`src/rtl/pipelined_bk_adder_if.sv`:
```
// Operand/result handshake bundle for pipelined_bk_adder.
// The ovf signal exists only when BK_OVERFLOW_EN is defined.
interface pipelined_bk_adder_if #(
   parameter int WIDTH = 64
);
   logic             in_valid;
   logic             in_ready;
   logic [WIDTH-1:0] A;
   logic [WIDTH-1:0] B;
   logic             Cin;
   logic             sub;
   logic             out_valid;
   logic             out_ready;
   logic [WIDTH-1:0] Sum;
   logic             Cout;
`ifdef BK_OVERFLOW_EN
   logic             ovf;

   modport master (
      output in_valid, A, B, Cin, sub, out_ready,
      input  in_ready, out_valid, Sum, Cout, ovf
   );

   modport slave (
      input  in_valid, A, B, Cin, sub, out_ready,
      output in_ready, out_valid, Sum, Cout, ovf
   );
`else
   modport master (
      output in_valid, A, B, Cin, sub, out_ready,
      input  in_ready, out_valid, Sum, Cout
   );

   modport slave (
      input  in_valid, A, B, Cin, sub, out_ready,
      output in_ready, out_valid, Sum, Cout
   );
`endif
endinterface

```
`src/rtl/pipelined_bk_adder.sv`:
```
// Brent-Kung prefix adder split over STAGES elastic pipeline stages with valid/ready flow control.
// Define BK_OVERFLOW_EN to add the pipelined signed-overflow output ovf.
module pipelined_bk_adder #(
   parameter int WIDTH  = 64,
   parameter int STAGES = 2
) (
   input logic                 clk,
   input logic                 rst,
   pipelined_bk_adder_if.slave bus
);
   localparam int LOGW   = $clog2(WIDTH);
   localparam int LEVELS = 2 * LOGW - 1;

   typedef struct packed {
      logic [WIDTH-1:0] g;
      logic [WIDTH-1:0] p;
      logic [WIDTH-1:0] hs;
      logic             cin;
   } stage_t;

   // Last prefix level finished by stage k; earlier stages absorb the remainder.
   function automatic int stage_end(input int k);
      int base;
      int ext;
      base = LEVELS / STAGES;
      ext  = LEVELS % STAGES;
      return (k + 1) * base + (((k + 1) < ext) ? (k + 1) : ext);
   endfunction

   // One Brent-Kung level: 1..LOGW is the up-sweep, the rest the down-sweep.
   function automatic logic [2*WIDTH-1:0] bk_level(input int lvl,
                                                   input logic [WIDTH-1:0] g,
                                                   input logic [WIDTH-1:0] p);
      logic [WIDTH-1:0] g_n;
      logic [WIDTH-1:0] p_n;
      logic [LOGW-1:0]  j;
      int               span;
      bit               hit;
      g_n = g;
      p_n = p;
      for (int i = 0; i < WIDTH; i++) begin
         hit = 1'b0;
         j   = '0;
         if (lvl <= LOGW) begin
            span = 1 << lvl;
            if (((i + 1) % span) == 0) begin
               hit = 1'b1;
               j   = LOGW'(i - span / 2);
            end
         end else begin
            span = 1 << (LEVELS - lvl);
            if ((((i + 1) % (2 * span)) == span) && (i >= 2 * span)) begin
               hit = 1'b1;
               j   = LOGW'(i - span);
            end
         end
         if (hit) begin
            g_n[i] = g[i] | (p[i] & g[j]);
            p_n[i] = p[i] & p[j];
         end
      end
      return {g_n, p_n};
   endfunction

   logic [STAGES:0]   load;
   logic [STAGES-1:0] vld_p;
   logic [STAGES-1:0] take_v;
   logic [WIDTH-1:0]  bb;
   stage_t            lvl0;
   logic [WIDTH-1:0]  sum_d;
   logic              cout_d;
   logic [WIDTH-1:0]  sum_q;
   logic              cout_q;
`ifdef BK_OVERFLOW_EN
   logic              ovf_d;
   logic              ovf_q;
`endif

   // Carry-in is folded into bit 0's generate so every prefix G[i] is the carry out of bit i.
   always_comb begin
      bb       = bus.sub ? ~bus.B : bus.B;
      lvl0.g   = bus.A & bb;
      lvl0.p   = bus.A ^ bb;
      lvl0.hs  = bus.A ^ bb;
      lvl0.cin = bus.Cin;
      lvl0.g[0] = lvl0.g[0] | (lvl0.p[0] & bus.Cin);
   end

   // A stage loads when empty or when its content moves on this same edge.
   always_comb begin
      load = '0;
      load[STAGES] = bus.out_ready;
      for (int k = STAGES - 1; k >= 0; k--) begin
         load[k] = !vld_p[k] || load[k+1];
      end
   end

   always_ff @(posedge clk or posedge rst) begin
      if (rst) begin
         vld_p <= '0;
      end else begin
         for (int k = 0; k < STAGES; k++) begin
            if (load[k]) vld_p[k] <= take_v[k];
         end
      end
   end

   for (genvar k = 0; k < STAGES; k++) begin : g_stage
      localparam int LO = (k == 0) ? 0 : stage_end(k - 1);
      localparam int HI = stage_end(k);
      stage_t d_in;

      if (k == 0) begin : g_src
         assign d_in      = lvl0;
         assign take_v[k] = bus.in_valid;
      end else begin : g_src
         assign d_in      = g_stage[k-1].g_reg.q_p;
         assign take_v[k] = vld_p[k-1];
      end

      if (k < STAGES - 1) begin : g_reg
         stage_t d_out;
         stage_t q_p;

         always_comb begin
            d_out = d_in;
            for (int l = LO + 1; l <= HI; l++) begin
               {d_out.g, d_out.p} = bk_level(l, d_out.g, d_out.p);
            end
         end

         // ---- register boundary after prefix level HI ----
         always_ff @(posedge clk or posedge rst) begin
            if (rst) begin
               q_p <= '0;
            end else if (load[k] && take_v[k]) begin
               q_p <= d_out;
            end
         end
      end else begin : g_out
         logic [WIDTH-1:0] g;
         logic [WIDTH-1:0] p;

         always_comb begin
            g = d_in.g;
            p = d_in.p;
            for (int l = LO + 1; l <= HI; l++) begin
               {g, p} = bk_level(l, g, p);
            end
         end

         assign sum_d  = d_in.hs ^ {g[WIDTH-2:0], d_in.cin};
         assign cout_d = g[WIDTH-1];
`ifdef BK_OVERFLOW_EN
         assign ovf_d  = g[WIDTH-1] ^ g[WIDTH-2];
`endif
      end
   end

   // ---- output register boundary ----
   always_ff @(posedge clk or posedge rst) begin
      if (rst) begin
         sum_q  <= '0;
         cout_q <= 1'b0;
`ifdef BK_OVERFLOW_EN
         ovf_q  <= 1'b0;
`endif
      end else if (load[STAGES-1] && take_v[STAGES-1]) begin
         sum_q  <= sum_d;
         cout_q <= cout_d;
`ifdef BK_OVERFLOW_EN
         ovf_q  <= ovf_d;
`endif
      end
   end

   assign bus.in_ready  = load[0];
   assign bus.out_valid = vld_p[STAGES-1];
   assign bus.Sum       = sum_q;
   assign bus.Cout      = cout_q;
`ifdef BK_OVERFLOW_EN
   assign bus.ovf       = ovf_q;
`endif

endmodule

```
`src/flat_wrapper.sv`:
```
// flat-port wrapper written by rule: the top's interface ports become plain ports
module pipelined_bk_adder_flat 
#(
   parameter int WIDTH  = 64,
   parameter int STAGES = 2
)
  (clk, rst, bus_in_valid, bus_A, bus_B, bus_Cin, bus_sub, bus_out_ready, bus_in_ready, bus_out_valid, bus_Sum, bus_Cout);
  pipelined_bk_adder_if #(.WIDTH(WIDTH)) bus_i ();
  input logic clk;
  input logic rst;
  input wire logic [$bits(bus_i.in_valid)-1:0] bus_in_valid;
  input wire logic [$bits(bus_i.A)-1:0] bus_A;
  input wire logic [$bits(bus_i.B)-1:0] bus_B;
  input wire logic [$bits(bus_i.Cin)-1:0] bus_Cin;
  input wire logic [$bits(bus_i.sub)-1:0] bus_sub;
  input wire logic [$bits(bus_i.out_ready)-1:0] bus_out_ready;
  output wire logic [$bits(bus_i.in_ready)-1:0] bus_in_ready;
  output wire logic [$bits(bus_i.out_valid)-1:0] bus_out_valid;
  output wire logic [$bits(bus_i.Sum)-1:0] bus_Sum;
  output wire logic [$bits(bus_i.Cout)-1:0] bus_Cout;
  assign bus_i.in_valid = bus_in_valid;
  assign bus_i.A = bus_A;
  assign bus_i.B = bus_B;
  assign bus_i.Cin = bus_Cin;
  assign bus_i.sub = bus_sub;
  assign bus_i.out_ready = bus_out_ready;
  assign bus_in_ready = bus_i.in_ready;
  assign bus_out_valid = bus_i.out_valid;
  assign bus_Sum = bus_i.Sum;
  assign bus_Cout = bus_i.Cout;
  pipelined_bk_adder #(.WIDTH(WIDTH), .STAGES(STAGES)) u_core (.clk(clk), .rst(rst), .bus(bus_i));
endmodule
```
`config.mk`:
```
export PLATFORM = sky130hd
export DESIGN_NAME = pipelined_bk_adder_flat
export DESIGN_NICKNAME = d
export VERILOG_FILES = /design/src/rtl/pipelined_bk_adder_if.sv /design/src/rtl/pipelined_bk_adder.sv /design/src/flat_wrapper.sv
export SDC_FILE = /design/constraint.sdc
export NUM_CORES = 1
export LEC_CHECK = 0
export ABC_CLOCK_PERIOD_IN_PS = 10400
export CORE_MARGIN = 8
export CORE_UTILIZATION = 57
export DETAILED_ROUTE_END_ITERATION = 12
export PLACE_DENSITY_LB_ADDON = 0.05
export SYNTH_ARGS = -nofsm -noshare
export SYNTH_HDL_FRONTEND = slang
export SYNTH_SLANG_ARGS = --single-unit
```
`constraint.sdc`:
```
create_clock -name clk -period 10.4 [get_ports clk]
set_clock_uncertainty 0.1 [all_clocks]
set_input_delay 1.04 -clock clk [delete_from_list [all_inputs] [get_ports clk]]
set_output_delay 1.04 -clock clk [all_outputs]
set_load 0.005 [all_outputs]
```
==> impl_metrics.json <==
{
  "status": "finished clean",
  "hold_slack_ns": 0.377,
  "mostFrequentLayoutCells": "dfrtp_1 (222), clkdlybuf4s50_1 (199), nand2_1 (152)",
  "synth_seq_cells": 222,
  "drv_slew": 0,
  "tightest_slew_ns": 0.974,
  "place_hpwl_mm": 17.7,
  "crit_chain": "buf_4, buf_4, xor2_1, ha_1, a21oi_1, nor2_1, o211ai_1, a31oi_1, nor4b_2, o21ai_0",
  "met3_usage_pct": 4.43,
  "grt_pass1_wl_mm": 41.6,
  "syn_area_mm2": 0.0111,
  "slew-limit-headroom_pct": 35.1,
  "power.leakage_nw": 6.52,
  "die_w_um": 156,
  "syn_nets": 1209,
  "grt_util_all_layers_pct": 21.2,
  "dp_slack_ns": 6.14,
  "worstPathArrival_ns": 3.95,
  "power_switching_uw": 822,
  "cp_top_family": "buffers and inverters",
  "critPathKind": "input pin to flip-flop",
  "fin_crit_ns": 3.70,
  "area_growth_pct": 26.9,
  "hp-class": "flip-flop to flip-flop",
  "p_per_area_mw_per_mm2": 207,
  "max_cap_violations": 0,
  "die_h_um": 156,
  "globalRouteOverflowTotal": 0,
  "cp_num_buf_inv": 2,
  "setup_ws_ns": 6.70,
  "ir_worst_vdd_mv": 0.133,
  "crit_path_top_delay_cell": "buf_4",
  "synth_area_leader_cell": "dfrtp_1",
  "clockBufferDepth": 3,
  "rows": 51,
  "clk_latency_ns": 0.51,
  "layout_commonest_cell": "dfrtp_1",
  "vias": 7618,
  "netlist.area_leader.share_pct": 50.1,
  "end_kind": "flip-flop",
  "seqPwrFrac_pct": 42.3,
  "yosys-top-cells-area": "dfrtp_1 (50%), mux2_2 (12%), ha_1 (11%), xor2_1 (7.5%), nand2_1 (5.2%)",
  "vias_per_cell": 5.24,
  "route.detailed.drc": 0,
  "avgSynthCellArea_um2": 11.3,
  "hold_violations": 0,
  "cts_max_level": 1,
  "slowest_delay_ns": 0.62,
  "setup_tns_ns": 0,
  "die_area_mm2": 0.0242,
  "grt_use_met1_pct": 27.8,
  "p_clk_share_pct": 28.3,
  "synth_cell_types": 39,
  "routed_wl_mm": 25.0,
  "antenna_found_initial": 0,
  "num-fill-cells": 1436,
  "synthFlopType": "dfrtp_1",
  "cp_max_fo": 36,
  "synth_cells": 980,
  "p_int_mw": 2.09,
  "n_antenna_cell": 0,
  "start_kind": "input pin",
  "async_reset_ff_share_pct": 100,
  "cpMostUsedCell": "buf_4",
  "port_buffers": 200,
  "rsz0062_at_grt": "false",
  "synth_warnings": 0,
  "cts_setup_buffers": 0,
  "routedWlPerCell_um": 17.2,
  "cp.required_ns": 10.65,
  "pwr-share-comb_pct": 29.4,
  "drt_pass1_iterations": 5,
  "yosysSeqAreaShare_pct": 50.1,
  "setup_viol": 0,
  "path_clk_slew_ns": 0.06,
  "grt_pass1_vias": 8245,
  "numCtsBuffers": 24,
  "drt_iter0_drc": 320,
  "cts_sinks": 222,
  "grtUsageMet2_pct": 35.6,
  "core-area_mm2": 0.0193,
  "cts-hold-fix-buffers": 0,
  "grt_max_degree": 87,
  "start_util_pct": 57.6,
  "ant_nets": 0,
  "finalWeightedCongestion": 0.823,
  "switching_share_pct": 28.2,
  "layout.nets": 1400,
  "fmax_mhz": 270,
  "tritoncts": "built",
  "io_pins": 201,
  "ctsResizeCount": 0,
  "root_buffer": "clkbuf_16",
  "grt-busiest-layer": "met2",
  "layout-drive-gt1-share_pct": 15.2,
  "synth-edff-count": 0,
  "fin_crit_sh_pct": 35.6
}
## power by group through the flow
stage	Sequential [mW]	Clock, mW	Combinational (mW)
2_1_floorplan	1.23	0	0.438
3_5_place_dp	1.25	0	0.867
3_3_place_gp	1.24	0	0.857
5_1_grt	1.26	0.881	0.960
6_report	1.23	0.826	0.857
4_1_cts	1.23	0.849	0.875
## cell families after synthesis
family | after synthesis | synth area share (%)
mux | 119 | 12.1
compound gates | 166 | 8.63
fa+ha+maj | 95 | 10.7
flops | 222 | 50.1
buf+inv | 48 | 2.03
simple gates | 233 | 8.84
xor+xnor | 97 | 7.66
## area by class of cell
| cell class | instances | area [um2] | area share, % |
|---|---|---|---|
| timing repair buffer | 206 | 2040 | 14.5 |
| clock inverter | 7 | 35.0 | 0.249 |
| multi-input combinational | 710 | 5330 | 37.9 |
| sequential | 222 | 5560 | 39.5 |
| clock buffer | 36 | 747 | 5.30 |
| tap | 265 | 332 | 2.35 |
| inverter | 7 | 33.8 | 0.240 |
## cells in the mapped netlist (3+ instances only)
cell type / n
nand3_1: 7
clkbuf_1: 10
nand4_1: 10
a21o_1: 26
ha_1: 95
mux2_2: 119
o21ai_1: 5
o21bai_1: 4
a21oi_1: 31
inv_1: 6
buf_2: 30
nand2b_1: 3
xor2_1: 95
o21ai_0: 88
dfrtp_1: 222
nor2b_1: 3
nand2_1: 154
nor2_1: 46
## state kept, by name, indices dropped and copies added, names as in the netlist
signal                    flops
u_core.bus.Sum               64
u_core.cout_d                 1
u_core.vld_p                  2
u_core.g_stage.g_reg.q_p    154
u_core.bus.Cout               1
## final timing paths
path	start	end	slack, ns	cells past startpoint
worst max-delay path	bus_sub	u_core.g_stage[0].g_reg.q_p[160]	6.70	10
worst min-delay path	u_core.bus.Sum[53]	u_core.bus.Sum[53]	0.38	2
worst max register to register	u_core.vld_p[0]	u_core.g_stage[0].g_reg.q_p[42]	7.96	4
worst min register to register	u_core.bus.Sum[53]	u_core.bus.Sum[53]	0.38	2
max in group asynchronous	rst	u_core.bus.Sum[45]	7.88	3
min in group asynchronous	rst	u_core.bus.Sum[56]	0.93	2
## metrics by stage
stage	power, mW	util, %	cell area [um2]	cells
finish	2.91	73.1	14100	1453
global route	3.10	73.1	14100	1453
CTS	2.96	73.1	14100	1453
detailed placement	2.11	69.0	13300	1410
global placement	2.09	69.0	13300	1410
floorplan	1.67	-	11100	980
## tightest hold or removal path, cell delays in order (launching register included)
cell and delay, ns:
dfrtp_1 0.34, nand2_1 0.04, o21ai_0 0.06
## routing by layer
| layer | vias to the layer above | share of wire (%) |
|---|---|---|
| li1 | 3770 | - |
| met1 | 3653 | 44 |
| met2 | 166 | 49 |
| met3 | 29 | 5.8 |
| met4 | 0 | 1.4 |
| met5 | - | 0 |
(Power assumes the default switching activity.)
